[src/rtl/txreq_arb.sv]
// Round-robin scheduler for the HN-F TXREQ link channel.
// It grants one requester per cycle while a CHI link credit is held, and it registers the granted flit onto TXREQFLIT.
module txreq_arb #(
  parameter int NUM_REQ  = 2,
  parameter int FLIT_W   = 64,
  parameter int MAX_LCRD = 15
) (
  input  logic                      clock,
  input  logic                      reset,
  input  logic [NUM_REQ-1:0]        req_valid,
  output logic [NUM_REQ-1:0]        req_ready,
  input  logic [NUM_REQ*FLIT_W-1:0] req_flit,
  input  logic                      txreq_en,
  output logic [FLIT_W-1:0]         TXREQFLIT,
  output logic                      TXREQFLITV,
  output logic                      TXREQFLITPEND,
  input  logic                      TXREQLCRDV,
  output logic [3:0]                lcrd_cnt,
  output logic                      lcrd_ovf
);

  localparam int               PTR_W   = $clog2(NUM_REQ);
  localparam logic [PTR_W-1:0] RR_INIT = PTR_W'(NUM_REQ - 1);
  localparam logic [3:0]       MAX_C   = 4'(MAX_LCRD);

  logic [FLIT_W-1:0] flit_arr [NUM_REQ];
  logic [FLIT_W-1:0] flit_q, flit_d;
  logic              flitv_q;
  logic [3:0]        cnt_q, cnt_d;
  logic              ovf_q, ovf_d;
  logic [PTR_W-1:0]  rr_ptr_q, rr_ptr_d;
  logic [PTR_W-1:0]  winner;
  logic              grant;

  for (genvar gi = 0; gi < NUM_REQ; gi++) begin : g_unpack
    assign flit_arr[gi] = req_flit[gi*FLIT_W +: FLIT_W];
  end

  // Reset gates the grant so ready/PEND are low for the whole reset window.
  assign grant = !reset && txreq_en && (cnt_q != 4'd0) && (|req_valid);

  always_comb begin
    logic [PTR_W:0]   sum;
    logic [PTR_W-1:0] idx;
    logic             found;
    winner = rr_ptr_q;
    found  = 1'b0;
    sum    = '0;
    idx    = '0;
    for (int k = 1; k <= NUM_REQ; k++) begin
      sum = {1'b0, rr_ptr_q} + (PTR_W+1)'(k);
      if (sum >= (PTR_W+1)'(NUM_REQ)) begin
        sum = sum - (PTR_W+1)'(NUM_REQ);
      end
      idx = sum[PTR_W-1:0];
      if (!found && req_valid[idx]) begin
        winner = idx;
        found  = 1'b1;
      end
    end
  end

  for (genvar gi = 0; gi < NUM_REQ; gi++) begin : g_ready
    assign req_ready[gi] = grant && (winner == PTR_W'(gi));
  end

  always_comb begin
    cnt_d    = cnt_q;
    ovf_d    = ovf_q;
    flit_d   = flit_q;
    rr_ptr_d = rr_ptr_q;
    if (grant) begin
      flit_d   = flit_arr[winner];
      rr_ptr_d = winner;
    end
    // A credit returned in the same cycle as a grant cancels out.
    if (grant && !TXREQLCRDV) begin
      cnt_d = cnt_q - 4'd1;
    end else if (TXREQLCRDV && !grant) begin
      if (cnt_q == MAX_C) begin
        ovf_d = 1'b1;
      end else begin
        cnt_d = cnt_q + 4'd1;
      end
    end
  end

  always_ff @(posedge clock or posedge reset) begin
    if (reset) begin
      flit_q   <= '0;
      flitv_q  <= 1'b0;
      cnt_q    <= 4'd0;
      ovf_q    <= 1'b0;
      rr_ptr_q <= RR_INIT;
    end else begin
      flit_q   <= flit_d;
      flitv_q  <= grant;
      cnt_q    <= cnt_d;
      ovf_q    <= ovf_d;
      rr_ptr_q <= rr_ptr_d;
    end
  end

  assign TXREQFLIT     = flit_q;
  assign TXREQFLITV    = flitv_q;
  assign TXREQFLITPEND = grant;
  assign lcrd_cnt      = cnt_q;
  assign lcrd_ovf      = ovf_q;

endmodule

[config.mk]
export PLATFORM = sky130hd
export DESIGN_NAME = txreq_arb
export DESIGN_NICKNAME = d
export VERILOG_FILES = /design/src/rtl/txreq_arb.sv
export SDC_FILE = /design/constraint.sdc
export NUM_CORES = 1
export LEC_CHECK = 0
export CAP_MARGIN = 5
export CORE_MARGIN = 3
export CORE_UTILIZATION = 37
export DETAILED_ROUTE_END_ITERATION = 8
export HOLD_SLACK_MARGIN = 0.08
export PLACE_DENSITY = 0.79
export SYNTH_ARGS = -nofsm -noshare
export SYNTH_HDL_FRONTEND = slang
export SYNTH_SLANG_ARGS = --single-unit
export TNS_END_PERCENT = 5
[constraint.sdc]
create_clock -name clock -period 3.6 [get_ports clock]
set_clock_uncertainty 0.2 [all_clocks]
set_input_delay 0.36 -clock clock [delete_from_list [all_inputs] [get_ports clock]]
set_output_delay 0.36 -clock clock [all_outputs]
set_load 0.005 [all_outputs]
==> metrics.md <==
| Metric | Value |
|---|---|
| Area of the mapped netlist | 3360 um^2 |
| Residual DRC count | 0 |
| Post-synthesis mux area share | 0.197 |
| Max Transition Viols Final | 0 |
| Min Hold Slack | 0.278 ns |
| Clock sink total | 71 |
| Adder-Cell Fraction of Synth Area | 0.0149 |
| Post-CTS sizing | 0 |
| FILL cells | 713 |
| Worst vdd ir | 237 uV |
| CP max stage cell | clkdlybuf4s50_1 |
| Dominant synthesized flop cell | dfrtp_1 |
| Crit. Startpoint | lcrd_cnt[1] |
| R2R setup slack | 0.90 ns |
| Antenna diodes | 0 |
| Flops & latches, synth | 71 |
| Fraction of registers with async set/reset | 1.00 |
| RSZ-0062 raised after global routing | false |
| Cell Count, Final, Fillers Out | 638 |
| Worst r2r path cells | 9 |
| Max Buffers Root-to-Sink | 2 |
| Total power | 3.15 mW |
| IO Count | 207 |
| Mean post-synth cell area | 10.4 um^2 |
| FMAX | 334 MHz |
| Grt ovf | 0 |
| Hold Buf Count CTS | 0 |
| Iter 0 DRT Violations | 40 |
| CTS root buffer | clkbuf_8 |
| R2r startpoint | lcrd_cnt[1] |
| Req. time, crit path | 3.04 ns |
| Storage element area | 1780 um^2 |
| Area of the multi-input gates | 1470 um^2 |
| Max-cap violations | 0 |
| Largest family of logic cells by synthesized area | multiplexers |
| Vias post-DR | 3120 |
| Htree depth | 3 |
| Clock insertion delay at the later pin of the skew report | 0.33 ns |
| Critical Path End | TXREQFLITPEND |
| Die Ht | 101 um |
| Die Area | 10300 um^2 |
| 1st-pass router iterations | 5 |
| Crit-path cells | nor4_1 -> nor4b_4 -> buf_4 -> clkdlybuf4s50_1 |
| Hold Crit Class | reg2reg |
| CTS tree | yes |
| Tcrit/Tclk final | 0.833 |
| Min-delay src | lcrd_ovf |
| Crit-path leading delay family | buffers and inverters |
| P&R area growth vs syn | 70.7% |
| Cells after Synth | 325 |
| Final Wtd Congestion | 0.743 |
| Die X | 101 um |
| Yosys warns | 0 |
| Seq/Total Area, Yosys | 0.528 |
| RR Endpoint | lcrd_cnt[2] |
| Largest net degree at the start of global routing | 58 |
| Status | finished, final reports clean |
| Layout Nets | 664 |
| Routed length per instance | 15.0 um |
| Postcts setup bufs | 0 |
| Leakage | 2.44 nW |
| TNS Setup | 0 ns |
| XOR/XNOR Fraction of Synth Area | 0.00781 |
| Crit Path Max Fanout | 37 |
| Tightest Pin Transition | 0.738 ns |
| CTS Buf Count | 9 |
| Period minus WS final | 3.00 ns |
| Slowest Stage Delay on Critical Path | 0.57 ns |
| Core area | 8760 um^2 |
| Ratio of cells with drive above 1 in the final layout | 0.0491 |
| Hold depth | 1 |
| Compound-Gate Fraction of Synth Area | 0.107 |
| Final Setup Violations | 0 |
| Crit Path Category | reg2out |
| EDFF count, synth | 0 |
| Slew headroom | 0.507 |
| Antenna Violating Nets Remaining | 0 |
| Crit path DAT | 2.44 ns |
| Number of distinct library cells after synthesis | 25 |
| HPWL after DPL | 7.59 mm |
| # rows | 34 |
| WP depth | 4 |
| Synth Area in Simple Gates | 0.107 |
| Final WL | 9.54 mm |
| Vias in the first global route | 3126 |
| Vias/cell | 4.89 |
| Critical path buffers and inverters | 2 |
| Clock-pin slew on the worst setup and hold paths | 0.08 ns |
| Pwr dens | 549 nW/um^2 |
| Port bufs | 206 |
| DP Cell Count | 623 |
| Crit path capture type | output pin |
| Initial antenna violation count | 0 |
| Total GRT Usage | 0.183 |
| Initial Utilization | 0.384 |
| Syn nets | 463 |
| First-pass GRT wire length | 14.9 mm |
| Final Hold Vio Count | 0 |
| Startpoint Class | register |
-- cell type report --
class | instances | share of cell area
Clock buffer | 10 | 0.0240
Clock inverter | 5 | 0.0144
Inverter | 5 | 0.00327
Multi-Input combinational cell | 227 | 0.256
Sequential cell | 71 | 0.310
Tap cell | 108 | 0.0235
Timing Repair Buffer | 212 | 0.369
-- metal layers --
layer | vias to the layer above | track usage | part of all wire
met4 | 0 | 0.0521 | 0.0069
met5 | - | 0 | 0
met2 | 132 | 0.332 | 0.52
met1 | 1453 | 0.196 | 0.36
li1 | 1530 | - | -
met3 | 5 | 0.0730 | 0.11
-- registers in the layout, summed over array words and instances (netlist names) --
signal,count
TXREQFLIT,64
TXREQFLITV,1
lcrd_cnt,4
lcrd_ovf,1
rr_ptr_q,1
-- placed cells by master (no fill, tap or decap), drive strengths merged, types with 2 or more instances in the layout --
| cell type | n |
|---|---|
| clkdlybuf4s50 | 206 |
| xor2 | 3 |
| mux2i | 65 |
| clkbuf | 10 |
| nand2 | 3 |
| clkinvlp | 3 |
| o21bai | 2 |
| inv | 5 |
| a21oi | 65 |
| o21ai | 2 |
| dfrtp | 70 |
| bufinv | 2 |
| nor2 | 70 |
| buf | 6 |
| nor4b | 2 |
| ha | 4 |
| nor4 | 4 |
-- per-stage QoR --
stage | area, um^2 | util | setup WS, ns
after floorplan | 3360 | - | 0.844
after global placement | 5520 | 0.630 | 0.675
after detailed placement | 5520 | 0.630 | 0.613
after CTS | 5740 | 0.655 | 0.589
after global routing | 5740 | 0.655 | 0.443
final | 5740 | 0.655 | 0.602
-- kinds of logic after synthesis --
| family | after synthesis |
|---|---|
| AO/OA/AOI/OAI | 70 |
| XOR/XNOR | 3 |
| adder cells (fa/ha/maj) | 4 |
| buffers and inverters | 27 |
| flip-flops | 71 |
| multiplexers | 66 |
| AND/OR/NAND/NOR | 84 |
-- power breakdown --
| part | internal (mW) | switching, mW |
|---|---|---|
| registers | 1.04 | 0.165 |
| logic | 0.780 | 0.475 |
| clock network | 0.405 | 0.286 |
-- worst min-delay path by stage --
stage / endpoint / slack, ns
CTS: lcrd_ovf / 0.28
global placement: lcrd_ovf / 0.26
detailed placement: lcrd_ovf / 0.26
floorplan: lcrd_ovf / 0.27
finish: lcrd_ovf / 0.28
global route: lcrd_ovf / 0.33
-- Yosys cell counts (2+ instances only) --
cell	instances	share of area
nor4_1	4	0.0074
dfrtp_1	70	0.52
buf_2	15	0.022
clkbuf_1	5	0.0056
a21oi_1	65	0.097
mux2i_1	65	0.19
xor2_1	3	0.0078
ha_1	4	0.015
nand2_1	3	0.0033
o21ai_0	2	0.0030
o21bai_1	2	0.0045
inv_1	5	0.0056
nor2_1	70	0.078
Power figures use the tool's default switching activity.
